$ cat config.mk
export PLATFORM = sky130hd
export DESIGN_NAME = rom_load_arbiter
export DESIGN_NICKNAME = d
export VERILOG_FILES = /design/src/rtl/rom_load_pkg.sv /design/src/rtl/rom_load_wrbuf.sv /design/src/rtl/rom_load_arbiter.sv
export SDC_FILE = /design/constraint.sdc
export NUM_CORES = 1
export LEC_CHECK = 0
export BUFFER_PORTS_ARGS = -buffer_cell sky130_fd_sc_hd__buf_2
export CORE_UTILIZATION = 43
export DETAILED_ROUTE_END_ITERATION = 7
export MAX_ROUTING_LAYER = met4
export PLACE_DENSITY = 0.8
export SETUP_SLACK_MARGIN = 0.4
export SLEW_MARGIN = 40
export SYNTH_ARGS = -nofsm -noshare
export SYNTH_HDL_FRONTEND = slang
export SYNTH_SLANG_ARGS = --single-unit
$ cat constraint.sdc
create_clock -name clk_sys -period 1.6 [get_ports clk_sys]
set_input_delay 0.4 -clock clk_sys [delete_from_list [all_inputs] [get_ports clk_sys]]
set_output_delay 0.4 -clock clk_sys [all_outputs]
set_load 0.02 [all_outputs]
$ cat src/rtl/rom_load_pkg.sv
// Shared types and constants for the ROM download arbiter.
// Used by the top-level arbiter and its pending-write buffer.
package rom_load_pkg;

    typedef enum logic [1:0] {
        HOLD  = 2'd0,
        RUN   = 2'd1,
        LOAD  = 2'd2,
        DRAIN = 2'd3
    } load_state_t;

    localparam logic [7:0] ROM_INDEX_GAME   = 8'd0;
    localparam int         RST_HOLD_DEFAULT = 16;

endpackage

$ cat src/rtl/rom_load_wrbuf.sv
// One-entry pending write buffer for ioctl bytes, with overrun and range detection.
// The owner always retires a full entry on the following cycle.
module rom_load_wrbuf #(
    parameter int ADDR_W = 14
) (
    input  logic              clk_sys,
    input  logic              Reset_n,
    input  logic              wr_strobe,
    input  logic [24:0]       wr_addr,
    input  logic [7:0]        wr_data,
    output logic              full,
    output logic [ADDR_W-1:0] buf_addr,
    output logic [7:0]        buf_data,
    output logic              overrun,
    output logic              range_err
);

    logic in_range;
    logic accept;

    assign in_range  = (wr_addr[24:ADDR_W] == '0);
    assign overrun   = wr_strobe && full;
    assign range_err = wr_strobe && !in_range;
    assign accept    = wr_strobe && !full && in_range;

    // Full never lasts more than one cycle because the entry is written out immediately.
    always_ff @(posedge clk_sys or negedge Reset_n) begin
        if (!Reset_n) begin
            full     <= 1'b0;
            buf_addr <= '0;
            buf_data <= '0;
        end else begin
            full <= accept;
            if (accept) begin
                buf_addr <= wr_addr[ADDR_W-1:0];
                buf_data <= wr_data;
            end
        end
    end

endmodule

$ cat src/rtl/rom_load_arbiter.sv
// Owns the ROM RAM port: loads HPS ioctl downloads, holds the core in reset
// while loading, and serves core reads otherwise.
module rom_load_arbiter
    import rom_load_pkg::*;
#(
    parameter int         ADDR_W    = 14,
    parameter logic [7:0] ROM_INDEX = ROM_INDEX_GAME,
    parameter int         RST_HOLD  = RST_HOLD_DEFAULT
) (
    input  logic              clk_sys,
    input  logic              Reset_n,
    input  logic              ioctl_download,
    input  logic [7:0]        ioctl_index,
    input  logic              ioctl_wr,
    input  logic [24:0]       ioctl_addr,
    input  logic [7:0]        ioctl_dout,
    output logic              ioctl_wait,
    input  logic              game_rd,
    input  logic [ADDR_W-1:0] game_addr,
    output logic [7:0]        game_data,
    output logic              game_valid,
    output logic [ADDR_W-1:0] mem_addr,
    output logic              mem_we,
    output logic [7:0]        mem_wdata,
    input  logic [7:0]        mem_rdata,
    output logic              core_reset_n,
    output logic [ADDR_W:0]   bytes_loaded,
    output logic              load_err
);

    localparam int             CNT_W      = $clog2(RST_HOLD + 1);
    localparam logic [ADDR_W:0] FULL_COUNT = {1'b1, {ADDR_W{1'b0}}};

    load_state_t       state;
    load_state_t       next_state;
    logic [CNT_W-1:0]  hold_cnt;
    logic              dl_q;
    logic              dl_rise;
    logic              dl_fall;
    logic              valid_q;
    logic [7:0]        data_q;
    logic              full;
    logic [ADDR_W-1:0] buf_addr;
    logic [7:0]        buf_data;
    logic              overrun;
    logic              range_err;

    rom_load_wrbuf #(.ADDR_W(ADDR_W)) u_wrbuf (
        .clk_sys   (clk_sys),
        .Reset_n   (Reset_n),
        .wr_strobe (ioctl_wr && (state == LOAD)),
        .wr_addr   (ioctl_addr),
        .wr_data   (ioctl_dout),
        .full      (full),
        .buf_addr  (buf_addr),
        .buf_data  (buf_data),
        .overrun   (overrun),
        .range_err (range_err)
    );

    assign dl_rise = ioctl_download && !dl_q && (ioctl_index == ROM_INDEX);
    assign dl_fall = !ioctl_download && dl_q;

    assign ioctl_wait = full;
    assign mem_we     = full;
    assign mem_wdata  = buf_data;
    assign mem_addr   = full ? buf_addr : game_addr;
    assign game_valid = valid_q && (state == RUN);
    assign game_data  = game_valid ? mem_rdata : data_q;

    always_comb begin
        next_state = state;
        case (state)
            HOLD: begin
                if (dl_rise)
                    next_state = LOAD;
                else if (hold_cnt == CNT_W'(RST_HOLD - 1))
                    next_state = RUN;
            end
            RUN:     if (dl_rise) next_state = LOAD;
            LOAD:    if (dl_fall) next_state = DRAIN;
            DRAIN:   next_state = HOLD;
            default: next_state = HOLD;
        endcase
    end

    // Leaving DRAIN restarts the hold counter so the core is released a full hold after the last write.
    always_ff @(posedge clk_sys or negedge Reset_n) begin
        if (!Reset_n) begin
            state        <= HOLD;
            hold_cnt     <= '0;
            dl_q         <= 1'b0;
            core_reset_n <= 1'b0;
            bytes_loaded <= '0;
            load_err     <= 1'b0;
            valid_q      <= 1'b0;
            data_q       <= '0;
        end else begin
            state        <= next_state;
            dl_q         <= ioctl_download;
            core_reset_n <= (next_state == RUN);
            hold_cnt     <= (state == HOLD && next_state == HOLD) ? hold_cnt + CNT_W'(1) : '0;
            valid_q      <= game_rd && (state == RUN);
            if (game_valid)
                data_q <= mem_rdata;
            if (state != LOAD && next_state == LOAD) begin
                bytes_loaded <= '0;
                load_err     <= 1'b0;
            end else begin
                if (full && bytes_loaded != FULL_COUNT)
                    bytes_loaded <= bytes_loaded + 1'b1;
                if (overrun || range_err)
                    load_err <= 1'b1;
            end
        end
    end

endmodule

Yosys cells after proc, flatten, opt, wreduce, memory -nomap -nowiden
Index checks and enable logic that the tools add are counted.
{ "totals": {"register_bits": 57, "in_bits": 68, "out_inout_bits": 50, "wordCells": 57} }
{ "classes": {"n_reduce_logical": 24, "n_eq_ne": 8, "add_sub_neg": 2, "muxes": 12} }
{ "op_table": {"columns": ["op", "n"], "rows": [
  ["15-bit 2-to-1 mux", 2],
  ["15-bit by 1-bit adder with 15-bit output, second input constant", 1],
  ["15-bit != test, second input constant", 1],
  ["14-bit 2-to-1 mux", 1],
  ["1-bit logical AND", 13],
  ["11-bit logical NOT", 1],
  ["8-bit logical NOT", 1],
  ["2-bit 2-to-1 mux", 4],
  ["8-bit 2-to-1 mux", 1],
  ["2-bit case mux with 4 select lines", 1],
  ["2-bit == test, second input constant", 3],
  ["5-bit by 1-bit adder with 5-bit output, second input constant", 1],
  ["5-bit by 4-bit == test with 1-bit output, second input constant", 1],
  ["5-bit 2-to-1 mux", 1],
  ["2-bit by 1-bit == test with 1-bit output, second input constant", 2],
  ["1-bit logical NOT", 4],
  ["2-bit logical NOT", 2],
  ["2-bit nonzero test", 2],
  ["1-bit 2-to-1 mux", 2],
  ["2-bit != test, second input constant", 1],
  ["1-bit logical OR", 1]
]} }

Depth between registers and ports, before layout
{ "depth": {"ltp_word": 8, "depth_mapped": 6, "depth_no_buf": 6} }

Hierarchy
Synthesis repeated with hierarchy kept, for this count alone.
{ "unflattened": {"hier_cells": 232, "area_unflattened_um2": 2763.9} }
{ "modules_own_cells": {"columns": ["module", "n_inst", "area_per_inst_um2", "seq_area_each_um2", "cells_each"], "rows": [
  ["rom_load_arbiter", 1, 1750.4, 850.8, 176],
  ["rom_load_wrbuf", 1, 1013.5, 575.6, 56]
]} }

Least setup slack after synthesis
No wires, ideal clock.
{ "synth_timing": {"path_kind": "register -> register", "startpoint": "reg u_wrbuf.full", "endpoint": "reg u_wrbuf.buf_addr[10]", "synth_period_minus_slack_ns": 1.792, "required_ns": 1.475, "slack_ns": -0.192, "t_arrival_ns": 1.667, "n_path_buf": 2, "stages_incl_launch_ff": 7, "setup_ns": 0.125, "cell_sequence": "dfrtp_1 > nor4_1 > nand3_1 > or2_1 > buf_6 > buf_6 > mux2_4"} }
{ "synth_via": {"elab_chain_cells": 3} }
{ "synth_rtl": {"columns": ["item", "line", "rtl"], "rows": [
  ["from (decl)", "rom_load_wrbuf.sv:11", "output logic full,"],
  ["from (signal assigned)", "rom_load_wrbuf.sv:33", "full <= accept;"],
  ["1-bit logical NOT", "rom_load_wrbuf.sv:24", "assign accept = wr_strobe && !full && in_range;"],
  ["1-bit logical AND (2 in a row)", "rom_load_wrbuf.sv:24", null],
  ["to (signal assigned)", "rom_load_wrbuf.sv:35", "buf_addr <= wr_addr[ADDR_W-1:0];"],
  ["to (decl)", "rom_load_wrbuf.sv:12", "output logic [ADDR_W-1:0] buf_addr,"]
]} }
Every way passes these cells.
A chain may end at the register's enable or synchronous reset.

Final worst setup path
{ "layout_timing": {"startpoint": "reg state[1]", "endpoint": "out game_data[3]"} }
{ "layout_via": {"elab_chain_cells": 3} }
{ "layout_rtl": {"columns": ["item", "line", "rtl"], "rows": [
  ["from (decl)", "rom_load_arbiter.sv:34", "load_state_t state;"],
  ["from (signal assigned)", "rom_load_arbiter.sv:99", "state <= next_state;"],
  ["2-bit by 1-bit == test with 1-bit output", "rom_load_arbiter.sv:68", "assign game_valid = valid_q && (state == RUN);"],
  ["1-bit logical AND", "rom_load_arbiter.sv:68", null],
  ["8-bit 2-to-1 mux", null, null],
  ["to (decl)", "rom_load_arbiter.sv:20", "output logic [7:0] game_data,"]
]} }
Every way passes these cells.

==> results.toml <==
[synth]
syn_nets = 305
muxShareOfSynthArea = 0.185
ys_types = 34
synth_top_cell_area_share = 0.531
ys.flop_type = "dfrtp_1"
synth_seq_cells = 57
synthXorXnorAreaFrac = 0.0358
synth_compound_area_frac = 0.0205
netlist_top_cells_area = "dfrtp_1 (53%), mux2_4 (11%), mux2_2 (7.1%), nand2_1 (5.3%), nor2_1 (2.7%)"
yosysMostFrequentCell = "dfrtp_1"
ys_seq_area_frac = 0.531
synth_edf_count = 0
yosys.area_share.adder = 0.0186
avgSynthCellArea_um2 = 11.5
synth_top_family_by_area = "multiplexers"
synthArstFlopShare = 1.00
synth-simple-area-share = 0.180
yosys.area.top_type = "dfrtp_1"
postSynthCellCount = 233
yosys-top-cells-count = "dfrtp_1 (57), nand2_1 (38), mux2_4 (19), nor2_1 (19), mux2_2 (17)"
netlist_area_um2 = 2690
yosys_warnings = 0

[timing]
finalCritPeriodShare = 1.19
rsz0062_at_grt = "true"
hold_viol_final = 0
worstMarginPinSlew_ns = 0.488
setup_violations = 49
finalClockSkew_ns = 0.00671
worst_slack_ns = -0.301
post-route-min-period_ns = 1.90
holdWs_ns = 0.0372
slew_viol_final = 0
relSlewSlack = 0.673
max_freq_mhz = 526

[detailed_routing]
vias = 2878
drt_pass1_iterations = 5
viasPerCell = 5.63
first_iter_violations = 181
routed_wl_um = 11400
drtAntennaViolNets = 0
wl_per_cell_um = 22.3
post-route-drc-count = 0

[cts]
clockBufferDepth = 2
numCtsBuffers = 9
root_buffer = "clkbuf_8"
cts_hold_repair.buffers = 0
numClockSinks = 57
clock_latency_ns = 0.35
htreeDepth = 3
clk_pin_slew_worst_paths_ns = 0.07
cts_tree = "yes"

[status]
status = "finished with violations"
violations = "setup timing"

[pwr]
switching_share = 0.301
totalPowerFinal_mw = 3.79
power_per_cell_area_nw_per_um2 = 706
p_comb_frac = 0.224
ir_drop_uv = 745
clkPwrFrac = 0.365
p_leak_nw = 2.66
power_frac_seq = 0.412
switching_power_mw = 1.14
internal_power_mw = 2.65

[die]
dieHeight_um = 81.1
io_pins = 118
die_w_um = 81.1
initial_core_util = 0.449
rows = 28
dieArea_um2 = 6570
coreArea_um2 = 5990

[hold_path]
min_path_type = "primary input to async pin"

[setup_path]
cpLargestDelayFamily = "buffers and inverters"
critPathMaxFanout = 6
critPathRequiredTime_ns = 1.20
cp_slowest_cell = "dfrtp_1"
cp_cell_sequence = "nand3b_1 > buf_6 > buf_12 > nand2_4 > nand2_4 > buf_6"
crit_buf_inv = 3
crit_cells = 6
reg2reg_slack_ns = -0.25
critical_path.startpoint_type = "flip-flop"
ff2ff_path_depth = 6
r2r_start = "u_wrbuf.full$_DFF_PN0_"
end_kind = "primary output"
max_stage_delay_ns = 0.39
cp.arrival_ns = 1.50
timing.rr.end = "u_wrbuf.buf_addr[13]$_DFFE_PN0P_"
critPathKind = "flip-flop to primary output"

[global_route]
grt_pass1_wl_um = 13500
grt_usage = 0.289
grt.overflow.total = 0
grt_max_degree = 58
antenna_found_initial = 0
grt_pass1_vias = 2784

[place]
portBuffers = 117
place_hpwl_um = 4810
finalWeightedCongestion = 0.823
post-place-ws_ns = -0.215

[cells_and_area]
nFillCells = 246
finalNetCount = 503
multi_input_area_um2 = 1920
drive_above_1_share = 0.784
regArea_um2 = 1440
area_delta_synth_final_pct = 99.7
num_antenna_cells = 0

[run]
cap_violations = 0
==> sequential cells by signal, indices dropped and copies added, names as in the netlist <==
signal	count
load_err	1
u_wrbuf.buf_addr	14
bytes_loaded	15
u_wrbuf.buf_data	8
core_reset_n	1
valid_q	1
dl_q	1
hold_cnt	5
u_wrbuf.full	1
data_q	8
state	2
==> worst max path at each step <==
| stage | from | to | slack, ns |
|---|---|---|---|
| final | state[1]$_DFF_PN0_ | game_data[3] | -0.30 |
| after global routing | state[1]$_DFF_PN0_ | game_data[3] | -0.32 |
| after CTS | state[1]$_DFF_PN0_ | game_data[3] | -0.25 |
| after detailed placement | ioctl_addr[21] | u_wrbuf.buf_addr[7]$_DFFE_PN0P_ | -0.21 |
| after global placement | ioctl_addr[21] | u_wrbuf.buf_addr[11]$_DFFE_PN0P_ | -0.16 |
| after floorplan | ioctl_addr[21] | u_wrbuf.buf_addr[10]$_DFFE_PN0P_ | -0.05 |
==> power by group through the flow <==
| stage | clock (mW) | sequential (mW) | combinational, mW |
|---|---|---|---|
| floorplan | 0 | 1.58 | 0.279 |
| global placement | 0 | 1.56 | 0.525 |
| detailed placement | 0 | 1.56 | 0.538 |
| CTS | 1.35 | 1.54 | 0.700 |
| global route | 1.44 | 1.56 | 0.891 |
| finish | 1.38 | 1.56 | 0.848 |
==> layer usage <==
layer,up-vias,global-route usage,part of all wire
li1,1214,-,-
met1,1424,0.324,0.37
met2,190,0.497,0.53
met3,50,0.0517,0.057
met4,0,0.139,0.039
met5,-,-,0
==> logic make-up after synthesis <==
family                   count (synthesis)
flip-flops                              57
buffers and inverters                   14
multiplexers                            38
AND/OR/NAND/NOR                        100
adder cells (fa/ha/maj)                  4
XOR/XNOR                                11
AO/OA/AOI/OAI                            9
==> cell usage in the layout (no fill, tap or decap), types with 4 or more instances in the layout <==
cell	netlist	final
buf_6	3	72
buf_2	0	71
dfrtp_1	57	45
buf_4	1	39
mux2_4	19	33
nand2_4	0	24
nor2_4	0	13
dfrtp_2	0	12
nand2_1	38	11
clkbuf_8	0	10
nor4_4	0	8
xnor2_1	8	6
nand4_1	6	6
buf_12	0	5
nor2_1	19	4
nand3_2	0	4
nand3_4	0	4
nor3_2	0	4
==> what timing repair did <==
| item | CTS | global route |
|---|---|---|
| endpoints found under the setup margin | 97 | 97 |
| resized for setup | 129 | 78 |
| pin swaps | 23 | 24 |
| buffers inserted | 40 | 17 |
| cloned | 5 | 1 |
==> cell type report <==
cell class                      count  area share
Multi-Input combinational cell    163       0.358
Inverter                            7     0.00583
Timing Repair Buffer              192       0.313
Sequential cell                    57       0.269
Tap cell                           75      0.0175
Clock buffer                       13      0.0277
Timing Repair inverter              1     0.00117
Clock inverter                      3     0.00746
==> per-stage QoR <==
stage,cell area (um2),cells,setup TNS (ns),utilization
global placement,3840,432,-3.43,0.641
CTS,4890,493,-7.11,0.816
global route,5370,511,-13.00,0.896
detailed placement,3840,432,-4.42,0.641
floorplan,3110,233,-0.855,-
finish,5370,511,-11.22,0.896
No activity file was read; power rests on OpenSTA's default activity.
